===== src/rtl/ads868x_scan.sv =====
// ads868x_scan: scans 32 ADS868x channels (4 internal x 8 external mux) and streams tagged results over AXI4-Stream
// Ports:
//   aclk, aresetn             clock, synchronous active-low reset
//   trig, cont_en             single scan request, automatic rescan enable
//   m_axis_tdata/tvalid/tready  result stream {8'h00, id[7:0], data[15:0]}; marker 32'h00FF_0000 opens each scan
//   spi_cs_n/sclk/mosi/miso   ADS868x SPI master (mode 0, 32-bit frames)
//   ext_mux                   external 8:1 mux select (id[4:2])
//   busy                      scan in progress
//   overflow, clr_overflow    sticky dropped-word flag and its clear
module ads868x_scan #(
    parameter int SCLK_DIV       = 2,
    parameter int SETTLE_CYCLES  = 250,
    parameter int CS_HIGH_CYCLES = 8
) (
    input  logic        aclk,
    input  logic        aresetn,
    input  logic        trig,
    input  logic        cont_en,
    output logic [31:0] m_axis_tdata,
    output logic        m_axis_tvalid,
    input  logic        m_axis_tready,
    output logic        spi_cs_n,
    output logic        spi_sclk,
    output logic        spi_mosi,
    input  logic        spi_miso,
    output logic [2:0]  ext_mux,
    output logic        busy,
    output logic        overflow,
    input  logic        clr_overflow
);
    typedef enum logic [2:0] {IDLE, MARKER, SETTLE, XFER, GAP, DONE} state_t;
    state_t state, state_n;
    logic [31:0] cnt;
    logic [5:0]  h;
    logic [5:0]  k;
    logic [5:0]  k_inc;
    logic [31:0] sh;
    logic [15:0] rx;
    logic [15:0] cmd;
    logic [7:0]  pid;
    logic        pend;
    logic        bit_tick;
    logic        frame_end;
    logic        to_settle;
    logic        push;
    logic [31:0] word;
    always_comb begin
        bit_tick  = cnt == 32'(SCLK_DIV - 1);
        frame_end = state == XFER && bit_tick && h == 6'd63;
        k_inc     = k + 6'd1;
        // frames 4,8,..,28 get a mux settle; frame 32 (NO_OP) only a CS gap
        to_settle = k[1:0] == 2'd3 && k != 6'd31;
        cmd       = k[5] ? 16'h0000 : {4'hC, k[1:0], 10'h000};
        push      = state == MARKER || pend;
        word      = state == MARKER ? 32'h00FF_0000 : {8'h00, pid, rx};
        state_n   = state;
        case (state)
            IDLE:    state_n = trig ? MARKER : IDLE;
            MARKER:  state_n = SETTLE;
            SETTLE:  state_n = cnt == 32'(SETTLE_CYCLES - 1) ? XFER : SETTLE;
            XFER:    state_n = !frame_end ? XFER : k == 6'd32 ? DONE : to_settle ? SETTLE : GAP;
            GAP:     state_n = cnt == 32'(CS_HIGH_CYCLES - 1) ? XFER : GAP;
            DONE:    state_n = cont_en ? MARKER : IDLE;
            default: state_n = IDLE;
        endcase
    end
    // h counts SCLK half-periods within a frame: even = SCLK low, odd = SCLK high
    always_ff @(posedge aclk) begin
        if (!aresetn) begin
            state         <= IDLE;
            cnt           <= '0;
            h             <= '0;
            k             <= '0;
            sh            <= '0;
            rx            <= '0;
            pid           <= '0;
            pend          <= 1'b0;
            ext_mux       <= '0;
            m_axis_tdata  <= '0;
            m_axis_tvalid <= 1'b0;
            overflow      <= 1'b0;
        end else begin
            state <= state_n;
            cnt   <= (state_n != state || (state == XFER && bit_tick)) ? '0 : cnt + 32'd1;
            // frame 0 returns stale data from before the scan; nothing is emitted for it
            pend  <= frame_end && k != 6'd0;
            if (state == MARKER) begin
                k       <= '0;
                ext_mux <= '0;
            end
            if (state != XFER && state_n == XFER) begin
                h  <= '0;
                sh <= {cmd, 16'h0000};
            end else if (state == XFER && bit_tick) begin
                h <= h + 6'd1;
                if (h[0])
                    sh <= {sh[30:0], 1'b0};
                if (!h[0] && h[5])
                    rx <= {rx[14:0], spi_miso};
            end
            if (frame_end) begin
                k   <= k_inc;
                pid <= {2'b00, k - 6'd1};
                if (to_settle)
                    ext_mux <= k_inc[4:2];
            end
            // single-entry output: a word arriving while the held one is stalled is dropped
            if (push && (!m_axis_tvalid || m_axis_tready)) begin
                m_axis_tdata  <= word;
                m_axis_tvalid <= 1'b1;
            end else if (m_axis_tready) begin
                m_axis_tvalid <= 1'b0;
            end
            if (push && m_axis_tvalid && !m_axis_tready)
                overflow <= 1'b1;
            else if (clr_overflow)
                overflow <= 1'b0;
        end
    end
    assign busy     = state != IDLE;
    assign spi_cs_n = state != XFER;
    assign spi_sclk = state == XFER && h[0];
    assign spi_mosi = state == XFER && sh[31];
endmodule


===== config.mk =====
export PLATFORM = sky130hd
export DESIGN_NAME = ads868x_scan
export DESIGN_NICKNAME = d
export VERILOG_FILES = /design/src/rtl/ads868x_scan.sv
export SDC_FILE = /design/constraint.sdc
export NUM_CORES = 1
export LEC_CHECK = 0
export ABC_AREA = 0
export BUFFER_PORTS_ARGS = -buffer_cell sky130_fd_sc_hd__buf_2
export CORE_MARGIN = 1
export CORE_UTILIZATION = 35
export CTS_CLUSTER_SIZE = 12
export DETAILED_ROUTE_END_ITERATION = 6
export GPL_TIMING_DRIVEN = 0
export PLACE_DENSITY_LB_ADDON = 0.05
export SKIP_LAST_GASP = 1
export SLEW_MARGIN = 30
export SYNTH_ARGS = -nofsm -noshare
export SYNTH_HDL_FRONTEND = slang
export SYNTH_SLANG_ARGS = --single-unit
export TNS_END_PERCENT = 30

===== constraint.sdc =====
create_clock -name aclk -period 3.5 [get_ports aclk]
set_input_delay 0.175 -clock aclk [delete_from_list [all_inputs] [get_ports aclk]]
set_output_delay 0.175 -clock aclk [all_outputs]
set_load 0.005 [all_outputs]

* Word-level counts from Yosys, hierarchy flattened *
Index checks and enable logic that the tools add are counted.

word-level totals
  bits in registers = 123
  latch bits = 0
  memory bits (writable) = 0
  bits in read-only memories = 0
  bits of input ports = 7
  output and inout bits = 41
  memories = 0

cells by class
  add/subtract/negate cells = 4
  multiply operators = 0
  div/mod/pow operators = 0
  magnitude comparators = 0
  equal/unequal tests = 15
  shift operators = 0
  muxes and demuxes = 22
  bitwise gates (word level) = 2
  reductions and logical operators = 29

operators with widths
  operator                                                                 count
  32-bit 2-to-1 mux                                                        3
  32-bit by 1-bit adder with 32-bit output (second input constant)         1
  32-bit by 1-bit equality test with 1-bit output (second input constant)  1
  32-bit by 3-bit equality test with 1-bit output (second input constant)  1
  32-bit by 8-bit equality test with 1-bit output (second input constant)  1
  24-bit 2-to-1 mux                                                        1
  3-bit 2-to-1 mux                                                         7
  3-bit one-hot mux with 6 select lines                                    1
  16-bit 2-to-1 mux                                                        1
  6-bit by 1-bit adder with 6-bit output (second input constant)           2
  6-bit equality test (second input constant)                              2
  6-bit 2-to-1 mux                                                         2
  1-bit logical AND                                                        11
  2-bit nonzero test                                                       5
  3-bit by 2-bit equality test with 1-bit output (second input constant)   3
  1-bit 2-to-1 mux                                                         7
  3-bit equality test (second input constant)                              2
  6-bit by 5-bit != test with 1-bit output (second input constant)         1
  6-bit nonzero test                                                       1
  6-bit by 1-bit subtractor with 6-bit output (second input constant)      1
  2-bit OR reduction                                                       2
  3-bit by 1-bit equality test with 1-bit output (second input constant)   1
  1-bit logical NOT                                                        3
  3-bit logical NOT                                                        1
  8 further kinds                                                          11

* Depth between registers and ports, before layout *
Gate-level depths: netlist (run 1).

  depth after elaboration = 10
  mapped depth = 10
  mapped depth without buffers = 8

* Least setup slack after synthesis (run 1) *
Ideal clock, no wire load.

  path kind = register to register
  from = reg cnt[9]
  to = reg cnt[0]
  data arrival time = 1981 ps
  required time = 3362 ps
  setup slack = 1382 ps
  cell stages (with the launch flop) = 8
  clock period less this slack = 2118 ps
  path through = dfxtp_1 nor4_1 nand4_1 or2_1 o31a_1 o221ai_2 buf_2 a211oi_1

on the way
  cells in the longest elaborated chain, start to end = 8

RTL lines
  item                                             line    text
  from (decl)                                      33      logic [31:0] cnt;
  from (signal assigned)                           84      cnt <= (state_n != state || (state == XFER && bit_tick)) ? '0 : cnt + 32'd1;
  32-bit by 1-bit equality test with 1-bit output  48      bit_tick = cnt == 32'(SCLK_DIV - 1);
  1-bit logical AND                                49, 84
  1-bit logical AND                                49      frame_end = state == XFER && bit_tick && h == 6'd63;
  3-bit 2-to-1 mux                                 61      XFER: state_n = !frame_end ? XFER : k == 6'd32 ? DONE : to_settle ? SETTLE : GAP;
  3-bit one-hot mux with 6 select lines            57      case (state)
  3-bit != test                                    84
  1-bit logical OR (*)                             84
  2-bit OR reduction (no source line) (*)          --

Every way passes the cells marked *; elsewhere a longest branch is shown, timed or not.
A chain may end at the register's enable or synchronous reset.

* Final worst setup path (run 1) *
Same ends and word-level chain as after synthesis.

==> results.sh, run 1 <==
export IMPL_place_congestion=0.762
export IMPL_post_drt_via_cell_ratio=5.10
export IMPL_powerDensity_nw_per_um2=414
export IMPL_yosysSeqAreaShare_pct=42.5
export IMPL_ant_nets=0
export IMPL_synth_top_family_by_area="simple AND/OR/NAND/NOR gates"
export IMPL_critPathCaptureType="flip-flop"
export IMPL_drc=0
export IMPL_synth_edf_count=0
export IMPL_fin_setup_tns_ns=0
export IMPL_grt_pass1_vias=3781
export IMPL_port_buffers=39
export IMPL_postCtsSetupBuffers=0
export IMPL_worst_path_buf_inv=2
export IMPL_overflow=0
export IMPL_clk_pin_slew_worst_paths_ns=0.07
export IMPL_rows=42
export IMPL_ys_ff_latch=104
export IMPL_finalSetupViolCount=0
export IMPL_cp_slowest_stage_delay_ns=0.42
export IMPL_drive_above_1_share_pct=13.4
export IMPL_ir_drop_v=0.000200
export IMPL_synth_simple_area_share_pct=25.3
export IMPL_antenna_found_initial=0
export IMPL_slew_viol_final=0
export IMPL_crit_fanout=10
export IMPL_yosys_cell_types_count=53
export IMPL_num_vias=4027
export IMPL_initial_core_util_pct=36.4
export IMPL_h_tree_depth=3
export IMPL_ios=48
export IMPL_worst_pin_slew_ns=0.812
export IMPL_clock_sinks=104
export IMPL_reg2reg_slack_ns=0.77
export IMPL_stdcell_area_um2=5620
export IMPL_cts_buffers=9
export IMPL_grt_pass1_wl_um=19300
export IMPL_synthFlopType="dfxtp_1"
export IMPL_async_reset_ff_share_pct=0
export IMPL_period_share_pct=77.9
export IMPL_hpwlAfterDp_um=8350
export IMPL_area_delta_synth_final_pct=14.8
export IMPL_path_delay_family="simple AND/OR/NAND/NOR gates"
export IMPL_cp_required_ns=3.71
export IMPL_fmax_mhz=367
export IMPL_worst_slack_ns=0.773
export IMPL_status="complete, no violations"
export IMPL_postPlaceCellArea_um2=5340
export IMPL_wire_per_inst_um=14.7
export IMPL_crit_arrival_ns=2.94
export IMPL_p_leak_uw=0.00202
export IMPL_critical_path_slowest_cell="clkbuf_1"
export IMPL_yosys_area_share_adder_pct=1.53
export IMPL_skew_ns=0.00786
export IMPL_dieArea_um2=14500
export IMPL_wirelength_um=11600
export IMPL_cp_start_kind="flip-flop"
export IMPL_cpMostUsedCell="nand4_1"
export IMPL_grt_max_degree=19
export IMPL_drt_iter0_markers=222
export IMPL_worstSetupPathDepth=8
export IMPL_synth_avg_cell_area_um2=8.88
export IMPL_grt_usage_pct=16.9
export IMPL_final_util_pct=41.7
export IMPL_critical_path_cell_chain="nor4_1 > nand4_1 > or2_1 > buf_2 > a21o_1 > nand4_1 > clkbuf_1 > a211oi_1"
export IMPL_synth_compound_area_share_pct=13.7
export IMPL_finalNetCount=621
export IMPL_yosys_warnings=0
export IMPL_critical_path_class="reg -> reg"
export IMPL_cts_tree="built"
export IMPL_slew_headroom_pct=45.4
export IMPL_num_fill_cells=1401
export IMPL_die_h_um=120
export IMPL_drt_pass1_iter_count=4
export IMPL_cts_resized=0
export IMPL_clock_root_buffer="clkbuf_16"
export IMPL_antenna_cells=0
export IMPL_synth_xor_area_share_pct=7.34
export IMPL_hold_viol=0
export IMPL_synth_area_um2=4890
export IMPL_ctsHoldBuffers=0
export IMPL_maxCapViolations=0
export IMPL_clk_path_buf_depth=2
export IMPL_die_w_um=120
export IMPL_fin_crit_ns=2.73
export IMPL_r2r_cells=8
export IMPL_syn_inst=551
export IMPL_fin_hold_ws_ns=0.103
export IMPL_hp_class="in -> reg"
export IMPL_rr_endpoint="cnt[0]"
export IMPL_rsz0062_at_grt="false"
export IMPL_r2r_start="cnt[9]"
export IMPL_synthMuxAreaShare_pct=4.09
export IMPL_crit_start="cnt[9]"
export IMPL_pre_cts_ws_ns=0.725
export IMPL_crit_path_end="cnt[0]"
export IMPL_coreArea_um2=13500
export IMPL_clkLatencyLatePin_ns=0.35
==> stage by stage <==
step           std cells  total power [µW]
3_5_place_dp         773              1390
3_3_place_gp         773              1390
5_1_grt              789              2430
6_report             789              2330
2_1_floorplan        558              1340
4_1_cts              789              2360
==> synth_stat cells, drive strengths merged, types with 9 or more instances <==
| cell | n | area share [%] |
|---|---|---|
| buf | 20 | 2.7 |
| nor2 | 31 | 2.4 |
| clkbuf | 24 | 1.8 |
| inv | 10 | 0.77 |
| nor4 | 19 | 3.0 |
| nor3 | 18 | 2.1 |
| xnor2 | 24 | 4.3 |
| a211oi | 33 | 5.1 |
| nor2b | 19 | 2.4 |
| nand2 | 54 | 4.1 |
| dfxtp | 104 | 43 |
| mux2i | 20 | 4.1 |
| nand4 | 12 | 1.5 |
| o21ai | 9 | 0.92 |
| a21boi | 17 | 2.6 |
| xor2 | 17 | 3.0 |
| a21oi | 12 | 1.2 |
| and3 | 10 | 1.3 |
| nand3 | 37 | 3.9 |
==> cells by family (layout without fill, tap and decap cells) <==
logic type	after synthesis	count (layout)
simple gates	231	231
buf+inv	55	110
other cells	1	8
xor+xnor	41	41
fa+ha+maj	6	6
flops	104	104
compound gates	93	93
mux	20	20
==> routing by layer <==
metal  share of wire [%]  GRT usage [%]  vias up
li1                    -              -     2052
met1                  52           23.5     1890
met2                  43           25.5       78
met3                 4.1           3.77        7
met4                 1.0           5.79        0
met5                   0              0        -
==> worst min path at each step <==
stage	from	end	slack, ns	cells after the start
after floorplan	spi_miso	rx[0]	0.34	2
after global placement	sh[28]	sh[29]	0.44	2
after detailed placement	sh[28]	sh[29]	0.45	2
after CTS	spi_miso	rx[0]	0.09	3
after global routing	spi_miso	rx[0]	0.11	3
final	spi_miso	rx[0]	0.10	3
==> flip-flops by register name, indices dropped and copies added (netlist names), 3 cells and up <==
name	cells
h	6
k	6
m_axis_tdata	23
sh	6
ext_mux	3
rx	16
cnt	32
state	3
pid	6
==> tightest hold or removal path: cells and delay by family <==
kind / cells / cell delay (ns)
AND/OR/NAND/NOR: 1 / 0.10
multiplexers: 1 / 0.07
buffers and inverters: 1 / 0.08
==> cells in the final DEF, fill, tap and decap left out, types with 12 or more instances in the layout <==
cell	synthesis	layout
xnor2_1	24	24
a21boi_0	17	17
a21oi_1	12	12
clkbuf_1	24	24
nor2_1	31	31
nor4_1	16	16
nor2b_1	19	19
dfxtp_1	104	104
nand3_1	36	36
nand4_1	12	12
a211oi_1	33	33
nand2_1	54	54
mux2i_1	20	20
xor2_1	17	17
nor3_1	17	17
buf_2	6	45
==> cell type report <==
cell class | count | area [µm²] | area share, %
clock inverter | 7 | 55.1 | 0.980
inverter | 11 | 41.3 | 0.735
timing repair buffer | 39 | 195 | 3.48
buffer | 44 | 221 | 3.94
tap | 176 | 220 | 3.92
sequential | 104 | 2080 | 37.1
clock buffer | 9 | 225 | 4.01
multi-input combinational | 399 | 2570 | 45.9
==> where the power goes <==
part	internal, µW	switching (µW)	total [µW]
Combinational	54.4	102	157
Clock	489	476	965
Sequential	1190	9.31	1200
Total	1740	588	2330
(Power assumes the default switching activity.)
==> inputs of run 2 (changes only) <==
Settings changed: ABC_AREA 0 to 1.
Clock period 3.5 ns to 2.67 ns, I/O delays scaled along.
==> run 2 against run 1 <==
Effect of this change: combinational power increased by 88%; sequential share of layout area down 2.5 points; non-clock buffer count fell by 9; global-route usage is 0.20 points higher; largest power group unchanged.
==> results.sh, run 2 <==
export IMPL_h_tree_depth=3
export IMPL_cts_resized=0
export IMPL_synth_area_um2=5240
export IMPL_area_delta_synth_final_pct=15.0
export IMPL_grtUsageMet3_pct=3.82
export IMPL_hpwlAfterDp_um=9600
export IMPL_status="complete, no violations"
export IMPL_slew_headroom_pct=60.7
export IMPL_port_buffers=39
export IMPL_synth_edf_count=0
export IMPL_final_common_cell="nand2_1"
export IMPL_initial_core_util_pct=35.9
export IMPL_die_w_um=124
export IMPL_yosys_area_share_adder_pct=1.43
export IMPL_worst_slack_ns=0.399
export IMPL_num_vias=4531
export IMPL_worst_pin_slew_ns=0.590
export IMPL_p_leak_uw=0.00235
export IMPL_skew_ns=0.00987
export IMPL_post_drt_via_cell_ratio=4.75
export IMPL_ys_ff_latch=104
export IMPL_fin_crit_ns=2.27
export IMPL_cts_buffers=9
export IMPL_syn_inst=707
export IMPL_wirelength_um=12800
export IMPL_yosysTopAreaCell="dfxtp_1"
export IMPL_synth_most_common_cell="nand2_1"
export IMPL_reg2reg_slack_ns=0.40
export IMPL_drive_above_1_share_pct=17.7
export IMPL_period_share_pct=85.0
export IMPL_critPathCaptureType="flip-flop"
export IMPL_num_fill_cells=1528
export IMPL_top_register="cnt"
export IMPL_yosysSeqAreaShare_pct=39.8
export IMPL_synth_common_cells="nand2_1 (130), dfxtp_1 (104), nor2_1 (96), inv_1 (73), nand3_1 (47)"
export IMPL_yosys_warnings=0
export IMPL_busiest_layer="met2"
export IMPL_async_reset_ff_share_pct=0
export IMPL_cp_required_ns=2.93
export IMPL_crit_arrival_ns=2.53
export IMPL_totalPowerFinal_uw=3300
export IMPL_top_regs="cnt x32, m_axis_tdata x23, rx x16"
export IMPL_ant_nets=0
export IMPL_r2r_start="cnt[21]"
export IMPL_critical_path_class="reg -> reg"
export IMPL_grt_pass1_vias=4271
export IMPL_postCtsSetupBuffers=0
export IMPL_fin_setup_tns_ns=0
export IMPL_grt_usage_pct=17.0
export IMPL_synth_avg_cell_area_um2=7.41
export IMPL_overflow=0
export IMPL_clock_sinks=104
export IMPL_synth_top_family_by_area="simple AND/OR/NAND/NOR gates"
export IMPL_clk_pin_slew_worst_paths_ns=0.07
export IMPL_clk_path_buf_depth=2
export IMPL_powerDensity_nw_per_um2=547
export IMPL_dieArea_um2=15500
export IMPL_antenna_cells=0
export IMPL_rows=44
export IMPL_drc=0
export IMPL_rsz0062_at_grt="false"
export IMPL_synth_compound_area_share_pct=8.91
export IMPL_synthMuxAreaShare_pct=0
export IMPL_synthFlopType="dfxtp_1"
export IMPL_finalSetupViolCount=0
export IMPL_fmax_mhz=440
export IMPL_cts_tree="built"
export IMPL_hold_viol=0
export IMPL_ios=48
export IMPL_crit_fanout=10
export IMPL_drt_iter0_markers=227
export IMPL_synth_top_area_share_pct=39.8
export IMPL_hp_class="in -> reg"
export IMPL_fin_hold_ws_ns=0.0203
export IMPL_final_util_pct=41.3
export IMPL_finalNetCount=778
export IMPL_die_h_um=124
export IMPL_ctsHoldBuffers=1
export IMPL_ir_drop_v=0.000408
export IMPL_place_congestion=0.905
export IMPL_crit_start="cnt[21]"
export IMPL_grt_pass1_wl_um=21100
export IMPL_grt_max_degree=21
export IMPL_synth_simple_area_share_pct=34.1
export IMPL_yosys_cell_types_count=39
export IMPL_hold_path_startpoint="clr_overflow"
export IMPL_largest_register_ffs=32
export IMPL_coreArea_um2=14600
export IMPL_final_cell_mix="nand2_1 (130), dfxtp_1 (104), nor2_1 (96)"
export IMPL_grt_use_met2_pct=28.6
export IMPL_synth_area_leaders="dfxtp_1 (40%), nand2_1 (9.3%), nor2_1 (6.9%)"
export IMPL_synth_xor_area_share_pct=5.85
export IMPL_grt_util_met1_pct=21.1
export IMPL_clkLatencyLatePin_ns=0.36
export IMPL_maxCapViolations=0
export IMPL_cp_start_kind="flip-flop"
export IMPL_slew_viol_final=0
export IMPL_wire_per_inst_um=13.4
export IMPL_antenna_found_initial=0
export IMPL_drt_pass1_iter_count=4
export IMPL_pre_cts_ws_ns=0.383
export IMPL_clock_root_buffer="clkbuf_16"
## run 2: cell count changes after synthesis, moves of 13 or more
cell	previous run	this run
a211oi_1	33	2
a21boi_0	17	0
a21oi_1	12	43
clkbuf_1	24	11
inv_1	10	73
mux2i_1	20	0
nand2_1	54	130
nor2_1	31	96
nor2b_1	19	0
nor3_2	0	30
o21ai_0	9	35
xnor2_1	24	7
## run 2: area by class of cell
cell class / instances / area, µm² / share of cell area, %
well taps: 184 / 230 / 3.82
clock buffers: 9 / 225 / 3.74
flip-flops and latches: 104 / 2080 / 34.6
plain buffers: 34 / 225 / 3.74
repair buffers: 40 / 205 / 3.41
clock inverters: 7 / 100 / 1.66
inverters: 77 / 290 / 4.82
multi-input cells: 499 / 2670 / 44.3
## run 2: worst max-delay path, cell delays in order, from the launching register on
cell	delay, ns
dfxtp_1	0.37
nor2_1	0.12
nand2_1	0.06
nor2_1	0.19
nand2_2	0.15
nor3_1	0.15
nand2_1	0.18
nor3_4	0.34
inv_1	0.21
buf_2	0.24
nor2_1	0.11
nor2_1	0.05
## run 2: per-layer routing
metal,vias to the layer above,share of wire (%)
met5,-,0
met4,0,2.0
met3,15,2.5
met2,47,48
met1,2089,48
li1,2380,-
## run 2: through the flow
stage	std cells	instance area, µm²
floorplan	714	5260
global placement	937	5690
detailed placement	937	5690
CTS	954	6020
global route	954	6020
finish	954	6020
## run 2: cell families (layout without fill, tap and decap cells)
family	count (synthesis)	in the layout
compound gates	89	89
xor+xnor	35	35
fa+ha+maj	6	6
buf+inv	111	167
flops	104	104
other cells	1	8
simple gates	361	361
## run 2: power by group
group	leakage [µW]	total (µW)	switching (µW)	internal (µW)
clock network	0.000158	1420	659	757
logic	0.00135	295	202	93.7
registers	0.000839	1590	16.2	1570
total	0.00235	3300	877	2420
## run 2: final timing paths
check / endpoint / cells after the start
worst min-delay path: overflow / 4
worst max register to register: rx[5] / 11
worst max-delay path: rx[5] / 11
worst min register to register: pid[5] / 2
